**src/rtl/uart_bus_bridge.sv**
```systemverilog
`default_nettype none
// ============================================================================
//  Module      : uart_bus_bridge
//  Description : Serial-to-bus master. Pulls command bytes from the UART data
//                register, performs 32-bit reads/writes on a valid/ready
//                memory bus and returns response bytes through the same
//                register. Lets a host peek/poke memory without a CPU.
//  Revision    : 1.0 - initial release
// ============================================================================
module uart_bus_bridge #(
  parameter logic [31:0] RX_TIMEOUT  = 32'd1_000_000,
  parameter logic [15:0] BUS_TIMEOUT = 16'd1024
) (
  input  logic        clk,
  input  logic        reset,
  output logic        uart_dat_we,
  output logic        uart_dat_re,
  output logic [31:0] uart_dat_di,
  input  logic [31:0] uart_dat_do,
  input  logic        uart_dat_wait,
  output logic        mem_valid,
  input  logic        mem_ready,
  output logic [31:0] mem_addr,
  output logic [31:0] mem_wdata,
  output logic [3:0]  mem_wstrb,
  input  logic [31:0] mem_rdata
);

  typedef enum logic [2:0] {
    S_IDLE = 3'd0,
    S_ADDR = 3'd1,
    S_DATA = 3'd2,
    S_BUS  = 3'd3,
    S_RESP = 3'd4
  } state_t;

  localparam logic [7:0]  C_CMD_WRITE = 8'h57;  // 'W'
  localparam logic [7:0]  C_CMD_READ  = 8'h52;  // 'R'
  localparam logic [7:0]  C_RSP_OK    = 8'h4B;  // 'K'
  localparam logic [7:0]  C_RSP_BAD   = 8'h3F;  // '?'
  localparam logic [7:0]  C_RSP_ERR   = 8'h45;  // 'E'
  localparam logic [31:0] C_RX_EMPTY  = 32'hFFFF_FFFF;

  state_t      state_q, state_d;
  logic        is_wr_q, is_wr_d;       // command kind: 1 = write, 0 = read
  logic [1:0]  cnt_q, cnt_d;           // byte index within addr/data field
  logic [31:0] addr_q, addr_d;
  logic [31:0] wdata_q, wdata_d;
  logic [31:0] resp_q, resp_d;         // response bytes still to send, MSB next
  logic [1:0]  remain_q, remain_d;     // bytes left after the one on the wire
  logic [31:0] rx_cnt_q, rx_cnt_d;     // idle clocks between command bytes
  logic [15:0] bus_cnt_q, bus_cnt_d;   // clocks spent waiting for mem_ready
  logic        re_q, re_d;
  logic        we_q, we_d;
  logic        valid_q, valid_d;
  logic [7:0]  tx_byte_q, tx_byte_d;

  logic        w_byte_avail;
  logic [7:0]  w_rx_byte;
  logic        w_rx_expire;
  logic        w_bus_expire;

  assign w_byte_avail = (uart_dat_do != C_RX_EMPTY);
  assign w_rx_byte    = uart_dat_do[7:0];
  assign w_rx_expire  = (rx_cnt_q >= RX_TIMEOUT - 32'd1);
  assign w_bus_expire = (bus_cnt_q >= BUS_TIMEOUT - 16'd1);

  assign uart_dat_re = re_q;
  assign uart_dat_we = we_q;
  assign uart_dat_di = {24'h0, tx_byte_q};
  assign mem_valid   = valid_q;
  assign mem_addr    = addr_q & 32'hFFFF_FFFC;
  assign mem_wdata   = wdata_q;
  assign mem_wstrb   = (valid_q && is_wr_q) ? 4'hF : 4'h0;

  // Next-state logic: a byte is consumed on the edge that closes the re_q
  // cycle, so re_q doubles as the "byte taken" indication.
  always_comb begin
    state_d   = state_q;
    is_wr_d   = is_wr_q;
    cnt_d     = cnt_q;
    addr_d    = addr_q;
    wdata_d   = wdata_q;
    resp_d    = resp_q;
    remain_d  = remain_q;
    rx_cnt_d  = rx_cnt_q;
    bus_cnt_d = bus_cnt_q;
    re_d      = 1'b0;
    we_d      = we_q;
    valid_d   = valid_q;
    tx_byte_d = tx_byte_q;

    case (state_q)
      S_IDLE: begin
        re_d = w_byte_avail && !re_q;
        if (re_q) begin
          if (w_rx_byte == C_CMD_WRITE || w_rx_byte == C_CMD_READ) begin
            is_wr_d  = (w_rx_byte == C_CMD_WRITE);
            cnt_d    = 2'd0;
            rx_cnt_d = 32'd0;
            state_d  = S_ADDR;
          end else begin
            tx_byte_d = C_RSP_BAD;
            remain_d  = 2'd0;
            we_d      = 1'b1;
            state_d   = S_RESP;
          end
        end
      end

      S_ADDR, S_DATA: begin
        // No new read is issued on the clock the parser gives up.
        re_d = w_byte_avail && !re_q && !w_rx_expire;
        if (re_q) begin
          rx_cnt_d = 32'd0;
          cnt_d    = cnt_q + 2'd1;
          if (state_q == S_ADDR) begin
            addr_d = {addr_q[23:0], w_rx_byte};
          end else begin
            wdata_d = {wdata_q[23:0], w_rx_byte};
          end
          if (cnt_q == 2'd3) begin
            if (state_q == S_ADDR && is_wr_q) begin
              state_d = S_DATA;
            end else begin
              valid_d   = 1'b1;
              bus_cnt_d = 16'd0;
              state_d   = S_BUS;
            end
          end
        end else if (w_rx_expire) begin
          state_d = S_IDLE;
        end else if (rx_cnt_q != 32'hFFFF_FFFF) begin
          rx_cnt_d = rx_cnt_q + 32'd1;
        end
      end

      S_BUS: begin
        if (mem_ready) begin
          valid_d = 1'b0;
          we_d    = 1'b1;
          state_d = S_RESP;
          if (is_wr_q) begin
            tx_byte_d = C_RSP_OK;
            remain_d  = 2'd0;
          end else begin
            tx_byte_d = mem_rdata[31:24];
            resp_d    = {mem_rdata[23:0], 8'h00};
            remain_d  = 2'd3;
          end
        end else if (w_bus_expire) begin
          valid_d   = 1'b0;
          we_d      = 1'b1;
          tx_byte_d = C_RSP_ERR;
          remain_d  = 2'd0;
          state_d   = S_RESP;
        end else if (bus_cnt_q != 16'hFFFF) begin
          bus_cnt_d = bus_cnt_q + 16'd1;
        end
      end

      S_RESP: begin
        // we_q is held high throughout; a byte retires only when not waited.
        if (!uart_dat_wait) begin
          if (remain_q == 2'd0) begin
            we_d    = 1'b0;
            state_d = S_IDLE;
          end else begin
            tx_byte_d = resp_q[31:24];
            resp_d    = {resp_q[23:0], 8'h00};
            remain_d  = remain_q - 2'd1;
          end
        end
      end

      default: begin
        state_d = S_IDLE;
        we_d    = 1'b0;
        valid_d = 1'b0;
      end
    endcase
  end

  // State and registered outputs; reset clears everything, aborting any bus
  // request or pending response on the following cycle.
  always_ff @(posedge clk) begin
    if (reset) begin
      state_q   <= S_IDLE;
      is_wr_q   <= 1'b0;
      cnt_q     <= 2'd0;
      addr_q    <= 32'd0;
      wdata_q   <= 32'd0;
      resp_q    <= 32'd0;
      remain_q  <= 2'd0;
      rx_cnt_q  <= 32'd0;
      bus_cnt_q <= 16'd0;
      re_q      <= 1'b0;
      we_q      <= 1'b0;
      valid_q   <= 1'b0;
      tx_byte_q <= 8'd0;
    end else begin
      state_q   <= state_d;
      is_wr_q   <= is_wr_d;
      cnt_q     <= cnt_d;
      addr_q    <= addr_d;
      wdata_q   <= wdata_d;
      resp_q    <= resp_d;
      remain_q  <= remain_d;
      rx_cnt_q  <= rx_cnt_d;
      bus_cnt_q <= bus_cnt_d;
      re_q      <= re_d;
      we_q      <= we_d;
      valid_q   <= valid_d;
      tx_byte_q <= tx_byte_d;
    end
  end

endmodule
`default_nettype wire

```
**config.mk**
```make
export PLATFORM = sky130hd
export DESIGN_NAME = uart_bus_bridge
export DESIGN_NICKNAME = d
export VERILOG_FILES = /design/src/rtl/uart_bus_bridge.sv
export SDC_FILE = /design/constraint.sdc
export NUM_CORES = 1
export LEC_CHECK = 0
export CORE_MARGIN = 8
export CORE_UTILIZATION = 40
export CTS_CLUSTER_SIZE = 10
export DETAILED_ROUTE_END_ITERATION = 12
export PLACE_DENSITY = 0.65
export SYNTH_ARGS = -nofsm -noshare
export SYNTH_HDL_FRONTEND = slang
export SYNTH_SLANG_ARGS = --single-unit
```
**constraint.sdc**
```tcl
create_clock -name clk -period 1.9 [get_ports clk]
set_input_delay 0.285 -clock clk [delete_from_list [all_inputs] [get_ports clk]]
set_output_delay 0.285 -clock clk [all_outputs]
set_load 0.1 [all_outputs]
```
# Word-level counts from Yosys, hierarchy flattened
# Index checks and enable logic that the tools add are counted.
# W data, S select, Z words.
[word_totals] word_cells=141 out_inout_bits=103 ff_bits=163
[classes] bitwise_logic=3 reduce_logical=26 eq_ne=29 order_cmp=2 mux=64 n_addsub=4
[ops] operator="$mux W32" count=9
[ops] operator="$pmux W32 S2" count=2
[ops] operator="$mux W16" count=6
[ops] operator="$ne A32 B32 Y1 const B" count=2
[ops] operator="$mux W8" count=7
[ops] operator="$add A32 B1 Y32 const B" count=1
[ops] operator="$ge A32 B20 Y1 const B" count=1
[ops] operator="$pmux W16 S2" count=1
[ops] operator="$ne A2 B2 Y1 const B" count=14
[ops] operator="$mux W3" count=9
[ops] operator="$pmux W8 S3" count=1
[ops] operator="$mux W2" count=10
[ops] operator="$reduce_and A6 Y1" count=3
[ops] operator="$add A16 B1 Y16 const B" count=1
[ops] operator="$eq A8 B7 Y1 const B" count=2
[ops] operator="$ge A16 B10 Y1 const B" count=1
[ops] operator="$ne A16 B16 Y1 const B" count=1
[ops] operator="$ne A3 B3 Y1 const B" count=5
[ops] operator="$reduce_and A5 Y1" count=3
[ops] operator="$mux W1" count=12
[ops] operator="$pmux W3 S4" count=1
[ops] operator="$reduce_and A3 Y1" count=3
[ops] operator="$reduce_and A7 Y1" count=1
[ops] operator="$eq A3 B2 Y1 const B" count=2
[ops] operator="other kinds (21)" count=30

# Logic depth before layout (Yosys ltp)
# Gate-level depths: netlist (run 1).
[depth] ltp_word=6 depth_mapped=8 mapped_depth_nobuf=7

# Worst setup path after synthesis (run 1)
# Ideal clock, no wire load.
[synth_timing] path_kind="register to output" from="reg valid_q (netlist: mem_valid)" to="out mem_wstrb[1]" setup_slack_ns=-0.690 path_stages_with_launch=3 arrival_ns=2.305 n_path_buf=1 path_cell_list="dfxtp_1 -> and2_1 -> buf_4"
[synth_via] elab_chain_cells=2
[synth_rtl] element="start, declared" line_no="55" rtl="logic valid_q, valid_d;"
[synth_rtl] element="start signal, assigned" line_no="213" rtl="valid_q <= valid_d;"
[synth_rtl] element="$logic_and A1 B1 Y1" line_no="74" rtl="assign mem_wstrb = (valid_q && is_wr_q) ? 4'hF : 4'h0;"
[synth_rtl] element="$mux W4" line_no="74"
[synth_rtl] element="end, declared" line_no="25" rtl="output logic [3:0] mem_wstrb,"
# No other way between the ends.

# Worst setup path in the final report (run 1)
[layout_timing] from="reg rx_cnt_q[21]" to="reg rx_cnt_q[3]"
[layout_via] elab_chain_cells=3 word_cells_on_any_way=5 cone_classes="1 x order compare; 3 x eq/ne; 1 x reduce/logical"
[layout_rtl] element="start, declared" line_no="51" rtl="logic [31:0] rx_cnt_q, rx_cnt_d;"
[layout_rtl] element="start signal, assigned" line_no="209" rtl="rx_cnt_q <= rx_cnt_d;"
[layout_rtl] element="$ge A32 B20 Y1 / $ne A32 B32 Y1 (equally long branches)" line_no="65, 133"
[layout_rtl] element="$ne A3 B3 Y1 (no line)"
[layout_rtl] element="$reduce_and A5 Y1 (no line) *"
# Mark *: on every way between the ends. The rest lies on a longest branch, timed or not.
# A chain may end at the register's enable or synchronous reset.

==> results_dict.tcl, run 1 <==
set metrics [dict create \
    netlist_top_cells_area "dfxtp_1 (43%), nand2_1 (11%), buf_4 (6.1%)" \
    use_met2 0.303 \
    use_met1 0.223 \
    rsz0062_at_grt "true" \
    met3_usage 0.0643 \
    core_mm2 0.0178 \
    worstPathRequired_ps 2250 \
    multi_input_area_mm2 0.00392 \
    die_w_um 150 \
    fmax_mhz 497 \
    clock_sinks 155 \
    grt_max_degree 64 \
    path_clk_slew_ps 60 \
    violations "negative setup slack" \
    dieHeight_um 150 \
    path_common_cell "buf_6" \
    ys.flop_type "dfxtp_1" \
    final.setup.worst_slack_ps -114 \
    ys_seq_area_frac 0.430 \
    place_area_mm2 0.00920 \
    async_flop_share 0 \
    busiest_layer "met2" \
    finalNetCount 1186 \
    hp-class "input pin to flop" \
    wire_per_inst_um 16.1 \
    cellLeakagePower_nw 4.04 \
    track_usage 0.184 \
    antenna_cells 0 \
    arrival_ps 2360 \
    dp_cells 1295 \
    via_count 7133 \
    grt_pass1_wl_um 34000 \
    synthToLayoutAreaGrowth_pct 45.0 \
    path_class "flop to flop" \
    postLayoutCellArea_mm2 0.0105 \
    synth_compound_area_frac 0.172 \
    drtIter0Drc 472 \
    hpwlAfterDp_um 14800 \
    synth_area_mm2 0.00721 \
    synth_xor_area_frac 0.00364 \
    start_kind "flop" \
    final_max_slew_viol_count 0 \
    period_share 1.06 \
    cts_made_buffers 17 \
    slowest_delay_ps 450 \
    num_rows 49 \
    end_kind "flop" \
    hold_slack_ps 182 \
    synth_seq_cells 155 \
    ir_worst_vdd_mv 0.591 \
    ant_nets 0 \
    yosysWarnings 0 \
    synth_edf_count 0 \
    portBuffers 144 \
    fp.dieArea_mm2 0.0226 \
    slew_headroom 0.546 \
    drcViolationCount 0 \
    dr.pass1.iters 5 \
    power_density_mw_per_mm2 870 \
    critPathSlowestCell "or4_1" \
    synthSimpleGateAreaFrac 0.273 \
    post-route-min-period_ps 2010 \
    r2r_slack_ps -110 \
    tritoncts "yes" \
    status "finished with violations" \
    syn-instance-count 902 \
    worst_pin_slew_ps 681 \
    ys_types 68 \
    start_util 0.404 \
    final_hold_viol_count 0 \
    max_cap_viol_count 0 \
    grt_pass1_vias 6866 \
    clock-root-buffer "clkbuf_16" \
    drive_gt1_frac 0.299 \
    setup_viol 18 \
    synth_fa_ha_area_frac 0.00833 \
    clock_latency_ps 420 \
    yosys.area.top_type "dfxtp_1" \
    avgSynthCellArea_um2 8.00 \
    wirelength_um 21800 \
    synth_top_family_by_area "simple AND/OR/NAND/NOR gates" \
    synth_top_area_share 0.430 \
    ctsLongestPathBuffers 2 \
    skew_ps 6.49 \
    final_cells 1353 \
    antenna_found_initial 0 \
    io_pins 171 \
    regArea_mm2 0.00314 \
    path_cells "nor4_4, nand3_2, buf_6, a211o_4, buf_6, or4_1, o211ai_1" \
    synth_mux_area_frac 0.0153 \
    nFillCells 1579 \
    cp_max_fo 4 \
    grt_overflow_total 0 \
    setup_tns_ps -1020 \
    place.gp.congestion 0.844 \
    via_per_inst 5.27 \
    htree_num_levels 4 \
]
[cell usage after synthesis, types with 2 or more instances]
master	n
a211o_1	2
a211oi_1	8
a21o_1	2
a21oi_1	84
a311oi_1	18
a31o_1	2
a31oi_1	9
a32oi_1	2
a41o_1	2
and2_1	19
and3_1	7
buf_2	8
buf_4	59
clkbuf_1	46
dfxtp_1	155
ha_1	4
inv_1	9
mux2i_1	11
nand2_1	216
nand2b_1	3
nand3_1	32
nand3b_1	3
nand4_1	24
nand4b_1	2
nor2_1	37
nor2b_1	3
nor3_1	22
nor3b_1	2
nor4_1	13
o211a_1	3
o211ai_1	8
o21a_1	2
o21ai_0	7
o21ai_1	7
o221ai_1	6
o311ai_1	3
o31ai_1	5
o32ai_1	2
or2_1	4
or2_2	8
or3_1	3
or4_1	13
xnor2_1	2
[placed cells by master (no fill, tap or decap), types with 8 or more instances in the layout]
master	n
nor2_1	34
a311oi_1	18
and2_1	18
conb_1	26
or2_2	8
nand3_1	29
clkbuf_16	18
nand2_1	215
buf_4	187
mux2i_1	11
or4_1	9
nor3_1	16
dfxtp_1	133
dfxtp_2	20
a31oi_1	8
inv_1	9
buf_12	11
o211ai_1	8
buf_6	13
clkdlybuf4s50_1	66
nand4_1	24
a21oi_1	83
[flip-flops by register name (all words and copies together) (netlist names)]
name	count
addr_q	32
mem_wdata	32
rx_cnt_q	32
resp_q	24
bus_cnt_q	16
tx_byte_q	8
state_q	3
cnt_q	2
remain_q	2
is_wr_q	1
mem_valid	1
uart_dat_re	1
uart_dat_we	1
[routing by layer]
| metal | vias to the layer above | part of all wire |
|---|---|---|
| met5 | - | 0 |
| met4 | 0 | 0.013 |
| met3 | 22 | 0.072 |
| met2 | 204 | 0.50 |
| met1 | 3366 | 0.42 |
| li1 | 3541 | - |
[stage by stage]
step	power [W]	worst slack, ps	utilization
after CTS	0.00906	-97.7	0.566
after global placement	0.00556	-285	0.515
after global routing	0.00945	-171	0.586
final	0.00911	-114	0.586
after floorplan	0.00498	6.11	-
after detailed placement	0.00557	-291	0.515
[final timing paths]
check | startpoint | end | depth (start not counted)
setup reg to reg | rx_cnt_q[21] | rx_cnt_q[3] | 7
setup / recovery | rx_cnt_q[21] | rx_cnt_q[3] | 7
hold reg to reg | resp_q[12] | resp_q[12] | 2
hold / removal | reset | addr_q[0] | 2
[layout make-up]
class / instances / area share
flip-flops and latches: 155 / 0.300
clock inverters: 9 / 0.0134
inverters: 10 / 0.00359
multi-input cells: 650 / 0.374
repair buffers: 280 / 0.237
well taps: 229 / 0.0274
clock buffers: 20 / 0.0446
[critical path: cells and delay by family (launching register included)]
kind / cells / cell delay, ps
flip-flops: 1 / 330
AO/OA/AOI/OAI: 2 / 390
AND/OR/NAND/NOR: 3 / 920
buffers and inverters: 2 / 290
[cell families after synthesis]
group | Yosys count
and+or+nand+nor | 417
AOI/OAI and AO/OA | 186
DFF | 155
buffers and inverters | 124
muxes | 11
adders and majority gates | 5
xor gates and xnor gates | 3
other | 1
[power by group]
group	total (W)	switching, W	internal (W)
clock	0.00351	0.00135	0.00216
sequential	0.00351	0.000122	0.00339
combinational	0.00208	0.00144	0.000642
total	0.00911	0.00291	0.00619
[what timing repair did]
action | CTS | global route
cloned | 3 | 1
hold buffers | 0 | 0
pin swaps | 24 | 35
buffers inserted | 10 | 16
endpoints found under the setup margin | 30 | 79
resized for setup | 34 | 67
(Power assumes the default switching activity.)
==> run 2, diff against run 1 <==
REMOVE_ABC_BUFFERS = 1   (was not set)
==> run 2 against run 1 <==
- the flow still finishes with violations (negative setup slack)
- die area stayed put
- critical endpoint is now rx_cnt_q[2]
- combinational power is 5% higher
- final area shrank 2.1%
- utilization shrank 1.2 points
- cell count fell by 0.59%
- clock power fell by 3%
- non-clock buffer count down 10
- register-to-register slack improved by 50 ps
- largest power group unchanged
- sequential cell count unchanged
==> results_dict.tcl, run 2 (same netlist as run 1, synthesis figures left out) <==
set metrics [dict create \
    post-route-min-period_ps 1960 \
    drive_gt1_frac 0.280 \
    wirelength_um 21700 \
    num_rows 49 \
    via_per_inst 5.25 \
    setup_viol 8 \
    tritoncts "yes" \
    finalNetCount 1175 \
    cellLeakagePower_nw 3.97 \
    min_delay_path_depth 3 \
    regArea_mm2 0.00312 \
    multi_input_area_mm2 0.00380 \
    critPathSlowestCell "or4_4" \
    clock-root-buffer "clkbuf_16" \
    r2r_cells 8 \
    clock_sinks 155 \
    final_cell_mix "nand2_1 (215), buf_4 (183), dfxtp_1 (141), a21oi_1 (84), clkdlybuf4s50_1 (66)" \
    start_kind "flop" \
    path_class "flop to flop" \
    combPwrFrac 0.240 \
    arrival_ps 2320 \
    use_met2 0.302 \
    die_w_um 150 \
    via_count 7058 \
    final_max_slew_viol_count 0 \
    dr.pass1.iters 5 \
    worstPathRequired_ps 2250 \
    internal_power_w 0.00597 \
    grt_overflow_total 0 \
    status "finished with violations" \
    slowest_delay_ps 540 \
    path_clk_slew_ps 70 \
    end_kind "flop" \
    r2r_slack_ps -60 \
    min-delay-start "reset" \
    cts_hold_buffers 0 \
    grt_pass1_vias 6606 \
    portBuffers 144 \
    final.setup.worst_slack_ps -63.4 \
    antenna_found_initial 0 \
    final_cells 1345 \
    drcViolationCount 0 \
    cp_max_fo 6 \
    core_mm2 0.0178 \
    cp-startpoint "rx_cnt_q[11]" \
    hp-class "input pin to flop" \
    antenna_cells 0 \
    postLayoutCellArea_mm2 0.0102 \
    hold-path-endpoint "resp_q[10]" \
    final_util 0.574 \
    skew_ps 13.1 \
    start_util 0.404 \
    power_density_mw_per_mm2 890 \
    drtIter0Drc 500 \
    fmax_mhz 509 \
    rsz0062_at_grt "true" \
    clock_latency_ps 430 \
    period_share 1.03 \
    final_hold_viol_count 0 \
    cts_made_buffers 17 \
    busiest_layer "met2" \
    violations "negative setup slack" \
    ir_worst_vdd_mv 0.688 \
    p_total_w 0.00912 \
    switching_power_w 0.00315 \
    p_sw_frac 0.346 \
    synthToLayoutAreaGrowth_pct 42.0 \
    io_pins 171 \
    mostFrequentLayoutCell "nand2_1" \
    pwr-share-clk 0.375 \
    max_cap_viol_count 0 \
    rr_startpoint "rx_cnt_q[11]" \
    place_area_mm2 0.00927 \
    met3_usage 0.0475 \
    pwr-share-seq 0.385 \
    nFillCells 1599 \
    place.gp.congestion 0.891 \
    grt_max_degree 70 \
    use_met1 0.237 \
    track_usage 0.187 \
    path_common_cell "buf_12" \
    dp_cells 1303 \
    ant_nets 0 \
    fp.dieArea_mm2 0.0226 \
    wire_per_inst_um 16.2 \
    ctsLongestPathBuffers 2 \
    hpwlAfterDp_um 15700 \
    rr_endpoint "rx_cnt_q[2]" \
    grt_pass1_wl_um 34300 \
    path_cells "or4_4, nor4_4, buf_4, a211oi_4, buf_12, buf_12, a21o_1, a31oi_1" \
    dieHeight_um 150 \
    htree_num_levels 4 \
]
run 2: cell types whose count changed in the layout (fill, tap and decap cells not counted), sizes merged:
cell      previous run  this run
buf                212       204
inv                 11        20
clkinvlp             2         0
clkinv               3         4
bufinv               3         1
clkbuf              22        17
a211oi              10         9
run 2: repair_timing:
action	CTS	global route
pin swaps	12	29
cloned	1	1
gates resized for setup	22	49
setup endpoints to repair	37	44
buffers inserted	4	4
run 2: routing by layer:
layer	wire length, um	share of wire
met1	9250	0.43
met2	10700	0.49
met3	1340	0.062
met4	433	0.020
met5	0	0
run 2: per-stage QoR:
stage	TNS, ps	setup WS, ps	hold WS (ps)
detailed placement	-12820	-386	446
floorplan	-184400	-2170	354
global placement	-12330	-361	436
CTS	-44.8	-38.6	369
finish	-234	-63.4	372
global route	-2020	-139	394
run 2: layout make-up:
type	count	share of cell area
sequential	155	0.305
clock inverter	15	0.0166
timing repair buffer	270	0.234
tap	229	0.0280
clock buffer	17	0.0415
inverter	10	0.00366
multi-input combinational	649	0.371
run 2: how the worst max path moves through the flow:
| stage | endpoint | slack (ps) | cells after the start |
|---|---|---|---|
| after floorplan | mem_wstrb[0] | -2170 | 1 |
| after global placement | rx_cnt_q[5] | -360 | 6 |
| after detailed placement | tx_byte_q[0] | -390 | 6 |
| after CTS | rx_cnt_q[2] | -40 | 8 |
| after global routing | rx_cnt_q[2] | -140 | 8 |
| final | rx_cnt_q[2] | -60 | 8 |
run 2: critical path: cells and delay by family, from the launching register on:
kind,cells,cell delay [ps]
and+or+nand+nor,2,690
buffers and inverters,3,460
AOI/OAI and AO/OA,3,420
DFF,1,320
run 2: power groups by stage:
| stage | clock network, W | logic (W) | registers (W) |
|---|---|---|---|
| after floorplan | 0 | 0.000801 | 0.00406 |
| after global placement | 0 | 0.00210 | 0.00358 |
| after detailed placement | 0 | 0.00211 | 0.00358 |
| after CTS | 0.00347 | 0.00212 | 0.00351 |
| after global routing | 0.00366 | 0.00233 | 0.00353 |
| final | 0.00342 | 0.00219 | 0.00351 |
